==> src/rtl/md_hilo_ctrl_pkg.sv <==
// HI/LO controller shared definitions: op one-hot bit positions, FSM states,
// divider result width and an operand extension helper.
// Optional feature macro: MD_MUL_PIPE_EN (adds the MUL state).
package md_hilo_ctrl_pkg;

  localparam int MD_OP_WD    = 6;
  localparam int DIV_DOUT_WD = 64;

  // one-hot op vector is {mult, multu, div, divu, mthi, mtlo}
  localparam int OP_MULT  = 5;
  localparam int OP_MULTU = 4;
  localparam int OP_DIV   = 3;
  localparam int OP_DIVU  = 2;
  localparam int OP_MTHI  = 1;
  localparam int OP_MTLO  = 0;

  typedef enum logic [2:0] {
    S_IDLE  = 3'd0,
    S_ISSUE = 3'd1,
    S_WAIT  = 3'd2,
    S_DRAIN = 3'd3,
    S_DONE  = 3'd4
`ifdef MD_MUL_PIPE_EN
    , S_MUL = 3'd5
`endif
  } md_state_t;

  // Sign- or zero-extend a 32-bit operand to 64 bits so a 64-bit product
  // keeps the exact 33x33 signed result.
  function automatic logic [63:0] ext64(input logic [31:0] v, input logic sgn);
    return {{32{sgn & v[31]}}, v};
  endfunction

endpackage

==> src/rtl/md_hilo_ctrl_if.sv <==
// Divider handshake bundle between the HI/LO controller (master) and the
// signed/unsigned divider IPs owned by EXE (slave).
interface md_hilo_ctrl_if;
  import md_hilo_ctrl_pkg::*;

  logic                   div_s_tvalid;
  logic                   div_s_tready;
  logic                   div_s_dvalid;
  logic [DIV_DOUT_WD-1:0] div_s_dout;
  logic                   div_u_tvalid;
  logic                   div_u_tready;
  logic                   div_u_dvalid;
  logic [DIV_DOUT_WD-1:0] div_u_dout;
  logic [31:0]            div_src1;
  logic [31:0]            div_src2;
  logic                   div_aresetn;

  modport master (
    output div_s_tvalid, div_u_tvalid, div_src1, div_src2, div_aresetn,
    input  div_s_tready, div_s_dvalid, div_s_dout,
    input  div_u_tready, div_u_dvalid, div_u_dout
  );

  modport slave (
    input  div_s_tvalid, div_u_tvalid, div_src1, div_src2, div_aresetn,
    output div_s_tready, div_s_dvalid, div_s_dout,
    output div_u_tready, div_u_dvalid, div_u_dout
  );

endinterface

==> src/rtl/md_hilo_ctrl_mul.sv <==
// md_mul: 33x33 signed multiplier for mult/multu. The 33rd bit carries the
// sign for mult and zero for multu. With MD_MUL_PIPE_EN the product is
// registered once before it leaves the block.
module md_mul
  import md_hilo_ctrl_pkg::*;
(
`ifdef MD_MUL_PIPE_EN
  input  logic        clk,
  input  logic        reset,
`endif
  input  logic [31:0] i_a,
  input  logic [31:0] i_b,
  input  logic        i_signed,
  output logic [63:0] o_prod
);

  logic [63:0] w_prod;

  assign w_prod = ext64(i_a, i_signed) * ext64(i_b, i_signed);

`ifdef MD_MUL_PIPE_EN
  logic [63:0] r_prod;

  // output register: product is consumed one cycle after the operands
  always_ff @(posedge clk) begin
    if (reset) r_prod <= '0;
    else       r_prod <= w_prod;
  end

  assign o_prod = r_prod;
`else
  assign o_prod = w_prod;
`endif

endmodule

==> src/rtl/md_hilo_ctrl.sv <==
// md_hilo_ctrl: owns HI/LO, executes mult/multu/mthi/mtlo and sequences the
// external signed/unsigned dividers (valid/ready in, dout_valid back).
// op_done feeds EXE's ready_go; divider results orphaned by a flush are
// swallowed in DRAIN. Optional macro MD_MUL_PIPE_EN: registered multiply
// through the MUL state.
module md_hilo_ctrl
  import md_hilo_ctrl_pkg::*;
#(
  parameter int DIV_TIMEOUT = 255
)
(
  input  logic                clk,
  input  logic                reset,
  input  logic                i_op_valid,
  input  logic [MD_OP_WD-1:0] i_op,
  input  logic [31:0]         i_src1,
  input  logic [31:0]         i_src2,
  input  logic                i_commit,
  input  logic                i_flush,
  input  logic                i_es_adv,
  output logic                o_op_done,
  output logic [31:0]         o_hi,
  output logic [31:0]         o_lo,
  output logic                o_busy,
  output logic                o_err_timeout,
  md_hilo_ctrl_if.master      div_if
);

  localparam int               TMO_W    = $clog2(DIV_TIMEOUT + 1);
  localparam logic [TMO_W-1:0] TMO_MAX  = TMO_W'(DIV_TIMEOUT);
  localparam logic [TMO_W-1:0] TMO_LAST = TMO_W'(DIV_TIMEOUT - 1);

  md_state_t        r_state;
  md_state_t        w_state_next;
  logic [31:0]      r_hi;
  logic [31:0]      r_lo;
  logic             r_div_signed;
  logic [TMO_W-1:0] r_tmo_cnt;
  logic             r_err_timeout;

  logic             w_op_done;
  logic             w_hi_we;
  logic             w_lo_we;
  logic [31:0]      w_hi_wd;
  logic [31:0]      w_lo_wd;
  logic [63:0]      w_mul_prod;
  logic             w_tready;
  logic             w_dvalid;
  logic [63:0]      w_dout;
  logic             w_in_div;
  logic             w_tmo_run;

  md_mul u_mul (
`ifdef MD_MUL_PIPE_EN
    .clk      (clk),
    .reset    (reset),
`endif
    .i_a      (i_src1),
    .i_b      (i_src2),
    .i_signed (i_op[OP_MULT]),
    .o_prod   (w_mul_prod)
  );

  // only the divider chosen at issue time is looked at
  assign w_tready = r_div_signed ? div_if.div_s_tready : div_if.div_u_tready;
  assign w_dvalid = r_div_signed ? div_if.div_s_dvalid : div_if.div_u_dvalid;
  assign w_dout   = r_div_signed ? div_if.div_s_dout   : div_if.div_u_dout;

  assign div_if.div_s_tvalid = (r_state == S_ISSUE) &&  r_div_signed;
  assign div_if.div_u_tvalid = (r_state == S_ISSUE) && !r_div_signed;
  assign div_if.div_src1     = i_src1;
  assign div_if.div_src2     = i_src2;
  assign div_if.div_aresetn  = ~reset;

  assign o_op_done     = w_op_done;
  assign o_hi          = r_hi;
  assign o_lo          = r_lo;
  assign o_busy        = (r_state != S_IDLE);
  assign o_err_timeout = r_err_timeout;

  // state register
  always_ff @(posedge clk) begin
    if (reset) r_state <= S_IDLE;
    else       r_state <= w_state_next;
  end

  // next state, op_done and HI/LO write selection
  always_comb begin
    w_state_next = r_state;
    w_op_done    = 1'b0;
    w_hi_we      = 1'b0;
    w_lo_we      = 1'b0;
    w_hi_wd      = '0;
    w_lo_wd      = '0;
    case (r_state)
      S_IDLE: begin
        if (i_op_valid && !i_flush) begin
          if (!i_commit) begin
            // squashed op: let EXE move on without touching anything
            w_op_done = 1'b1;
          end else if (i_op[OP_MULT] || i_op[OP_MULTU]) begin
`ifdef MD_MUL_PIPE_EN
            w_state_next = S_MUL;
`else
            w_hi_we   = 1'b1;
            w_lo_we   = 1'b1;
            w_hi_wd   = w_mul_prod[63:32];
            w_lo_wd   = w_mul_prod[31:0];
            w_op_done = 1'b1;
            if (!i_es_adv) w_state_next = S_DONE;
`endif
          end else if (i_op[OP_MTHI] || i_op[OP_MTLO]) begin
            w_hi_we   = i_op[OP_MTHI];
            w_lo_we   = i_op[OP_MTLO];
            w_hi_wd   = i_src1;
            w_lo_wd   = i_src1;
            w_op_done = 1'b1;
            if (!i_es_adv) w_state_next = S_DONE;
          end else if (i_op[OP_DIV] || i_op[OP_DIVU]) begin
            w_state_next = S_ISSUE;
          end
        end
      end
      S_ISSUE: begin
        // an accepted request must be drained even if flushed in the same cycle
        if (w_tready)     w_state_next = i_flush ? S_DRAIN : S_WAIT;
        else if (i_flush) w_state_next = S_IDLE;
      end
      S_WAIT: begin
        if (w_dvalid) begin
          if (i_flush) begin
            w_state_next = S_IDLE;
          end else begin
            w_hi_we      = 1'b1;
            w_lo_we      = 1'b1;
            w_hi_wd      = w_dout[31:0];
            w_lo_wd      = w_dout[63:32];
            w_op_done    = 1'b1;
            w_state_next = i_es_adv ? S_IDLE : S_DONE;
          end
        end else if (i_flush) begin
          w_state_next = S_DRAIN;
        end
      end
      S_DRAIN: begin
        if (w_dvalid) w_state_next = S_IDLE;
      end
      S_DONE: begin
        w_op_done = 1'b1;
        if (i_es_adv || i_flush) w_state_next = S_IDLE;
      end
`ifdef MD_MUL_PIPE_EN
      S_MUL: begin
        if (i_flush) begin
          w_state_next = S_IDLE;
        end else begin
          w_hi_we      = 1'b1;
          w_lo_we      = 1'b1;
          w_hi_wd      = w_mul_prod[63:32];
          w_lo_wd      = w_mul_prod[31:0];
          w_op_done    = 1'b1;
          w_state_next = i_es_adv ? S_IDLE : S_DONE;
        end
      end
`endif
      default: w_state_next = S_IDLE;
    endcase
  end

  // HI/LO architectural registers
  always_ff @(posedge clk) begin
    if (reset) begin
      r_hi <= '0;
      r_lo <= '0;
    end else begin
      if (w_hi_we) r_hi <= w_hi_wd;
      if (w_lo_we) r_lo <= w_lo_wd;
    end
  end

  // remember which divider the op in flight belongs to (latched while idle)
  always_ff @(posedge clk) begin
    if (reset)                  r_div_signed <= 1'b0;
    else if (r_state == S_IDLE) r_div_signed <= i_op[OP_DIV];
  end

  assign w_in_div  = (r_state == S_WAIT) || (r_state == S_DRAIN);
  assign w_tmo_run = w_in_div && !w_dvalid;

  // saturating watchdog over WAIT/DRAIN; purely diagnostic, never alters state
  always_ff @(posedge clk) begin
    if (reset) begin
      r_tmo_cnt     <= '0;
      r_err_timeout <= 1'b0;
    end else begin
      r_err_timeout <= w_tmo_run && (r_tmo_cnt == TMO_LAST);
      if (!w_in_div)                              r_tmo_cnt <= '0;
      else if (w_tmo_run && r_tmo_cnt != TMO_MAX) r_tmo_cnt <= r_tmo_cnt + TMO_W'(1);
    end
  end

endmodule

==> src/flat_wrapper.sv <==
// flat-port wrapper written by rule: the top's interface ports become plain ports
module md_hilo_ctrl_flat import md_hilo_ctrl_pkg::*;
#(
  parameter int DIV_TIMEOUT = 255
)
  (clk, reset, i_op_valid, i_op, i_src1, i_src2, i_commit, i_flush, i_es_adv, o_op_done, o_hi, o_lo, o_busy, o_err_timeout, div_if_div_s_tvalid, div_if_div_u_tvalid, div_if_div_src1, div_if_div_src2, div_if_div_aresetn, div_if_div_s_tready, div_if_div_s_dvalid, div_if_div_s_dout, div_if_div_u_tready, div_if_div_u_dvalid, div_if_div_u_dout);
  md_hilo_ctrl_if div_if_i ();
  input  logic clk;
  input  logic reset;
  input  logic i_op_valid;
  input  logic [MD_OP_WD-1:0] i_op;
  input  logic [31:0] i_src1;
  input  logic [31:0] i_src2;
  input  logic i_commit;
  input  logic i_flush;
  input  logic i_es_adv;
  output logic o_op_done;
  output logic [31:0] o_hi;
  output logic [31:0] o_lo;
  output logic o_busy;
  output logic o_err_timeout;
  output wire logic [$bits(div_if_i.div_s_tvalid)-1:0] div_if_div_s_tvalid;
  output wire logic [$bits(div_if_i.div_u_tvalid)-1:0] div_if_div_u_tvalid;
  output wire logic [$bits(div_if_i.div_src1)-1:0] div_if_div_src1;
  output wire logic [$bits(div_if_i.div_src2)-1:0] div_if_div_src2;
  output wire logic [$bits(div_if_i.div_aresetn)-1:0] div_if_div_aresetn;
  input wire logic [$bits(div_if_i.div_s_tready)-1:0] div_if_div_s_tready;
  input wire logic [$bits(div_if_i.div_s_dvalid)-1:0] div_if_div_s_dvalid;
  input wire logic [$bits(div_if_i.div_s_dout)-1:0] div_if_div_s_dout;
  input wire logic [$bits(div_if_i.div_u_tready)-1:0] div_if_div_u_tready;
  input wire logic [$bits(div_if_i.div_u_dvalid)-1:0] div_if_div_u_dvalid;
  input wire logic [$bits(div_if_i.div_u_dout)-1:0] div_if_div_u_dout;
  assign div_if_div_s_tvalid = div_if_i.div_s_tvalid;
  assign div_if_div_u_tvalid = div_if_i.div_u_tvalid;
  assign div_if_div_src1 = div_if_i.div_src1;
  assign div_if_div_src2 = div_if_i.div_src2;
  assign div_if_div_aresetn = div_if_i.div_aresetn;
  assign div_if_i.div_s_tready = div_if_div_s_tready;
  assign div_if_i.div_s_dvalid = div_if_div_s_dvalid;
  assign div_if_i.div_s_dout = div_if_div_s_dout;
  assign div_if_i.div_u_tready = div_if_div_u_tready;
  assign div_if_i.div_u_dvalid = div_if_div_u_dvalid;
  assign div_if_i.div_u_dout = div_if_div_u_dout;
  md_hilo_ctrl #(.DIV_TIMEOUT(DIV_TIMEOUT)) u_core (.clk(clk), .reset(reset), .i_op_valid(i_op_valid), .i_op(i_op), .i_src1(i_src1), .i_src2(i_src2), .i_commit(i_commit), .i_flush(i_flush), .i_es_adv(i_es_adv), .o_op_done(o_op_done), .o_hi(o_hi), .o_lo(o_lo), .o_busy(o_busy), .o_err_timeout(o_err_timeout), .div_if(div_if_i));
endmodule
==> config.mk <==
export PLATFORM = sky130hd
export DESIGN_NAME = md_hilo_ctrl_flat
export DESIGN_NICKNAME = d
export VERILOG_FILES = /design/src/rtl/md_hilo_ctrl_pkg.sv /design/src/rtl/md_hilo_ctrl_if.sv /design/src/rtl/md_hilo_ctrl_mul.sv /design/src/rtl/md_hilo_ctrl.sv /design/src/flat_wrapper.sv
export SDC_FILE = /design/constraint.sdc
export NUM_CORES = 2
export LEC_CHECK = 0
export CAP_MARGIN = 15
export CORE_MARGIN = 2
export CORE_UTILIZATION = 43
export CTS_CLUSTER_SIZE = 20
export DETAILED_ROUTE_END_ITERATION = 10
export DONT_BUFFER_PORTS = 1
export SETUP_SLACK_MARGIN = 0.15
export SLEW_MARGIN = 5
export SYNTH_ARGS = -nofsm -noshare
export SYNTH_HDL_FRONTEND = slang
export SYNTH_SLANG_ARGS = --single-unit
export TNS_END_PERCENT = 10
==> constraint.sdc <==
create_clock -name clk -period 11.9 [get_ports clk]
set_input_delay 1.19 -clock clk [delete_from_list [all_inputs] [get_ports clk]]
set_output_delay 1.19 -clock clk [all_outputs]
set_load 0.01 [all_outputs]
### Yosys cells after proc, flatten, opt, wreduce, memory -nomap -nowiden

Cells that the tools add are included.
W data, S select, Z words.

* multipliers: 1
* bitwise gates (word level): 4
* $add $sub $neg: 1
* reductions and logical operators: 18
* mux-type cells: 49
* equality and inequality tests: 13

Operators with widths (number)
* $mux W32: 11
* $pmux W32 S2: 2
* $mul A33 B33 Y64: 1
* $mux W64: 1
* $mux W3: 14
* $mux W1: 17
* $pmux W3 S5: 1
* $add A8 B1 Y8 const B: 1
* $eq A8 B8 Y1 const B: 1
* $ne A8 B8 Y1 const B: 1
* $reduce_and A7 Y1: 1
* $eq A3 B2 Y1 const B: 2
* $logic_and A1 B1 Y1: 6
* $ne A2 B1 Y1 const B: 3
* $ne A3 B2 Y1 const B: 2
* $logic_or A1 B1 Y1: 5
* $ne A4 B1 Y1 const B: 1
* $pmux W1 S2: 2
* $eq A3 B1 Y1 const B: 1
* $eq A3 B3 Y1 const B: 1
* $logic_not A1 Y1: 3
* $logic_not A3 Y1: 1
* $pmux W1 S3: 1
* $reduce_bool A3 Y1: 1
* other kinds (4): 6

* bits in registers: 77
* bits of input ports: 208
* output and inout bits: 134
* logic and storage cells: 92

### Depth between registers and ports, before layout

* word-level depth: 7
* depth in mapped cells: 31
* mapped depth without buffers: 28

### Modules after synthesis

Synthesis repeated with hierarchy kept, for this count alone.

* cells, all modules: 4857
* area total of the unflattened synthesis: 43411.6 um2

Modules (own cells, without submodules)
* md_mul: cells each 4147, area an instance 37805.0 um2, seq. area each 0.0 um2, times used 1
* md_hilo_ctrl: cells each 710, area an instance 5606.6 um2, seq. area each 1541.5 um2, times used 1

### Least setup slack after synthesis

OpenSTA, ideal clock, no wires.

* path kind: input-to-reg
* start point: input port i_src1[31]
* end point: register u_core.r_hi[28], in the netlist u_core.o_hi[28]
* setup slack: 3.126 ns
* data required time: 11.783 ns
* stages on the path: 30
* setup time: 0.117 ns
* data arrival time: 8.656 ns
* buffers on the path: 2
* path through: clkbuf_1 > and2_1 > clkbuf_1 > nand2_1 > inv_1 > fa_1 > inv_1 > fa_1 > inv_1 > fa_1 > fa_1 > inv_1 > fa_1 > inv_1 > fa_1 > inv_1 > fa_1 > fa_1 > inv_1 > ha_1 > a21oi_1 > o21bai_1 > a21o_1 > a21oi_1 > o21bai_1 > a21oi_1 > nor2b_1 > or4b_1 > mux2i_1 > nor2_1

* cells in the longest elaborated chain, start to end: 6

RTL lines
* start, declared: line flat_wrapper.sv:12 `input logic [31:0] i_src1;`
* $and A1 B1 Y1: line md_hilo_ctrl_pkg.sv:31 `return {{32{sgn & v[31]}}, v};`
* $mul A33 B33 Y64 *: line md_hilo_ctrl_mul.sv:19 `assign w_prod = ext64(i_a, i_signed) * ext64(i_b, i_signed);`
* $mux W32 *: line md_hilo_ctrl.sv:101 `end else if (i_op[OP_MULT] || i_op[OP_MULTU]) begin`
* $mux W32 *: line md_hilo_ctrl.sv:98 `if (!i_commit) begin`
* $mux W32 *: line md_hilo_ctrl.sv:97 `if (i_op_valid && !i_flush) begin`
* $pmux W32 S2 *: line md_hilo_ctrl.sv:95 `case (r_state)`
* end signal, assigned: line md_hilo_ctrl.sv:176 `if (w_hi_we) r_hi <= w_hi_wd;`
* end, declared: line md_hilo_ctrl.sv:35 `logic [31:0] r_hi;`

Every way passes the cells marked *; elsewhere a longest branch is shown, timed or not.
A chain may end at the register's enable or synchronous reset.

### Final worst setup path

* start point: input port i_src1[31]
* end point: register u_core.r_hi[31], in the netlist u_core.o_hi[31]

* cells in the longest elaborated chain, start to end: 6
* elaborated cells on any way between the ends: 7
* those cells by class: 1 x mul; 5 x mux; 1 x bitwise

RTL lines (line)
* $and A1 B1 Y1: md_hilo_ctrl_pkg.sv:31
* $mul A33 B33 Y64: md_hilo_ctrl_mul.sv:19
* $mux W32 *: md_hilo_ctrl.sv:101
* $mux W32 *: md_hilo_ctrl.sv:98
* $mux W32 *: md_hilo_ctrl.sv:97
* $pmux W32 S2 *: md_hilo_ctrl.sv:95

Marks and branches as above.

==> flow_metrics.env <==
export IMPL_grt_max_degree=70
export IMPL_finalHoldViolations=0
export IMPL_gp_congestion=0.908
export IMPL_io_pins=342
export IMPL_port_buffers=0
export IMPL_drv_slew=0
export IMPL_num_vias=31800
export IMPL_cts_htree_levels=3
export IMPL_drtPass1Iterations=6
export IMPL_root_buffer="clkbuf_16"
export IMPL_dieArea_sq_um=103000
export IMPL_ys_warn_count=0
export IMPL_syn_inst=4903
export IMPL_muxShareOfSynthArea=0.0177
export IMPL_fin_util=0.437
export IMPL_dpl_cell_count=5844
export IMPL_worstMarginPinSlew_ns=1.14
export IMPL_holdBufCountCts=0
export IMPL_finalCritPeriodShare=0.764
export IMPL_crit_type="in -> reg"
export IMPL_worstPathArrival_ns=9.38
export IMPL_worstSetupEndpointType="register"
export IMPL_syn_num_nets=6450
export IMPL_synth_top_family_by_area="adder cells"
export IMPL_numCtsBuffers=9
export IMPL_fin_skew_ns=0.00799
export IMPL_async_flop_share=0
export IMPL_fillers=9975
export IMPL_max_slew_margin=0.238
export IMPL_grt_usage=0.252
export IMPL_yosysSeqAreaShare=0.0356
export IMPL_dpl_hpwl_microns=97800
export IMPL_avgSynthCellArea_sq_um=8.84
export IMPL_grt_ovfl_total=0
export IMPL_setup_tns_ns=0
export IMPL_die_x_microns=321
export IMPL_drc=0
export IMPL_wl_per_cell_microns=21.3
export IMPL_synth_xor_area_share=0.0146
export IMPL_drive_gt1_frac=0.0145
export IMPL_tritoncts="yes"
export IMPL_grt_pass1_wl_microns=202000
export IMPL_antenna_found_initial=6
export IMPL_path_common_cell="fa_1"
export IMPL_max_cap_viol_count=0
export IMPL_critPathRequiredTime_ns=12.19
export IMPL_fin_crit_ns=9.09
export IMPL_clock_sinks=77
export IMPL_viasPerCell=5.43
export IMPL_fp_dieH_microns=321
export IMPL_netlist_area_sq_um=43300
export IMPL_slowest_delay_ns=0.87
export IMPL_cts_path_max_buffers=2
export IMPL_cts_resized=0
export IMPL_setup_viol_count_final=0
export IMPL_post_cts_buffers=0
export IMPL_worstSetupStartpointType="input pin"
export IMPL_fmax_ghz=0.110
export IMPL_synth_seq_cells=77
export IMPL_cts_reportedPaths_clkPinSlew_ns=0.07
export IMPL_rows=116
export IMPL_synthAdderAreaFrac=0.582
export IMPL_hp_class="reg -> reg"
export IMPL_final_cell_count_no_fill=5862
export IMPL_antenna_left=0
export IMPL_core_area_sq_um=100000
export IMPL_synth_compound_area_share=0.0635
export IMPL_yosys_area_share_simple=0.151
export IMPL_drtIter0Drc=2168
export IMPL_status="completed"
export IMPL_insertion_delay_ns=0.36
export IMPL_path_max_fanout=54
export IMPL_fin_nets=6104
export IMPL_synth_edf_count=0
export IMPL_rsz0062_at_grt="no"
export IMPL_crit_slowest_cell="fa_1"
export IMPL_synth_distinct_cells=78
export IMPL_start_util=0.433
export IMPL_ys_flop_type="dfxtp_1"
export IMPL_grt_pass1_vias=34700
export IMPL_syn2layout_area_growth_pct=0.892
export IMPL_drt_total_wl_microns=125000
[through the flow]
step / instance area [sq um] / hold slack, ns / worst slack (ns)
3_3_place_gp: 43400 / 0.458 / 2.75
6_report: 43700 / 0.470 / 2.81
4_1_cts: 43700 / 0.476 / 2.94
2_1_floorplan: 43300 / 0.439 / 3.13
5_1_grt: 43700 / 0.509 / 2.36
3_5_place_dp: 43400 / 0.465 / 2.57
[flip-flops by register name, summed over array words and instances, names as in the netlist]
signal	flops
u_core.o_err_timeout	1
u_core.o_hi	32
u_core.o_lo	32
u_core.r_div_signed	1
u_core.r_state	3
u_core.r_tmo_cnt	8
[final cells by class]
cell class                      instances  area, sq um  area share
Antenna cell                            2         5.00    0.000114
Inverter                             1138         4270      0.0977
Clock buffer                           10          239     0.00547
Sequential cell                        77         1550      0.0353
Tap cell                             1298         1620      0.0372
Clock inverter                          6         71.3     0.00163
Timing Repair Buffer                    8         60.1     0.00137
Multi-Input combinational cell       3323        35900       0.821
[worst paths after layout]
| check | from | endpoint | slack [ns] | depth (start not counted) |
|---|---|---|---|---|
| max | i_src1[31] | u_core.o_hi[31]$_SDFFE_PP0P_ | 2.81 | 27 |
| min | u_core.r_tmo_cnt[7]$_SDFFE_PP0P_ | u_core.o_err_timeout$_SDFF_PP0_ | 0.47 | 2 |
| max reg2reg | u_core.r_div_signed$_SDFFE_PP0P_ | u_core.o_hi[20]$_SDFFE_PP0P_ | 7.74 | 10 |
| min reg2reg | u_core.r_tmo_cnt[7]$_SDFFE_PP0P_ | u_core.o_err_timeout$_SDFF_PP0_ | 0.47 | 2 |
[Yosys cell counts (4+ instances only)]
master / count / area share
inv_1: 1137 / 0.099
fa_1: 1125 / 0.52
nand2_1: 775 / 0.067
and2_1: 351 / 0.051
clkbuf_1: 278 / 0.024
ha_1: 214 / 0.062
nor2_1: 152 / 0.013
a21oi_1: 115 / 0.013
o21ai_0: 83 / 0.0096
dfxtp_1: 77 / 0.036
buf_4: 64 / 0.011
mux2i_1: 63 / 0.015
xnor2_1: 46 / 0.0093
a21o_1: 37 / 0.0064
and3_1: 30 / 0.0043
xor2_1: 26 / 0.0053
nand3_1: 25 / 0.0029
nor3_1: 25 / 0.0029
nand4_1: 24 / 0.0035
o221ai_1: 21 / 0.0042
a211oi_1: 18 / 0.0031
buf_2: 17 / 0.0020
o21bai_1: 14 / 0.0024
a31oi_1: 13 / 0.0019
o22ai_1: 13 / 0.0019
mux2_2: 12 / 0.0031
o211ai_1: 10 / 0.0017
o21a_1: 10 / 0.0017
o21ai_1: 10 / 0.0012
or2_2: 10 / 0.0014
nand2b_1: 9 / 0.0013
a221oi_1: 8 / 0.0016
nor2b_1: 6 / 0.00087
o31ai_1: 6 / 0.0010
a311oi_1: 5 / 0.0010
buf_1: 5 / 0.00043
or3_1: 5 / 0.00072
a211o_1: 4 / 0.00081
a41oi_1: 4 / 0.00081
[critical path, delay by kind of cell]
family                   cells  cell delay [ns]
AND/OR/NAND/NOR              6             1.28
buffers and inverters        7             1.05
adder cells (fa/ha/maj)      9             4.62
AO/OA/AOI/OAI                5             1.17
[placed cells by master, fill, tap and decap left out, drive strengths merged, types with 9 or more instances in the layout]
cell type  synthesis  routed
clkbuf           279      10
nor2             152     152
nand4             24      24
mux2i             63      63
xnor2             46      46
a21oi            116     116
nor3              25      25
a221oi             9       9
a31oi             15      15
o21ai             95      95
nand2b             9       9
nand2            775     775
inv             1137    1138
o21bai            14      14
ha               214     214
fa              1125    1125
or2               10      10
nand3             25      25
dfxtp             77      77
mux2              12      12
and2             352     352
o22ai             13      13
a21o              37      37
o211ai            11      11
and3              30      30
xor2              26      26
o221ai            21      21
a211oi            18      18
o21a              10      10
[per-layer routing]
| layer | GRT usage | wire length (microns) | up-vias |
|---|---|---|---|
| li1 | - | - | 13600 |
| met1 | 0.324 | 49600 | 16900 |
| met2 | 0.441 | 63100 | 1080 |
| met3 | 0.0409 | 8760 | 200 |
| met4 | 0.0610 | 3430 | 4 |
| met5 | 0 | 27 | - |
[cell families after synthesis]
family	after synthesis
buffers and inverters	1503
and+or+nand+nor	1423
adders and majority gates	1339
AOI/OAI and AO/OA	414
DFF	77
muxes	75
xor gates and xnor gates	72
Power is left out: the tool's default activity adds up to more than one toggle a clock period on the data nets, which glitch-free logic cannot reach.
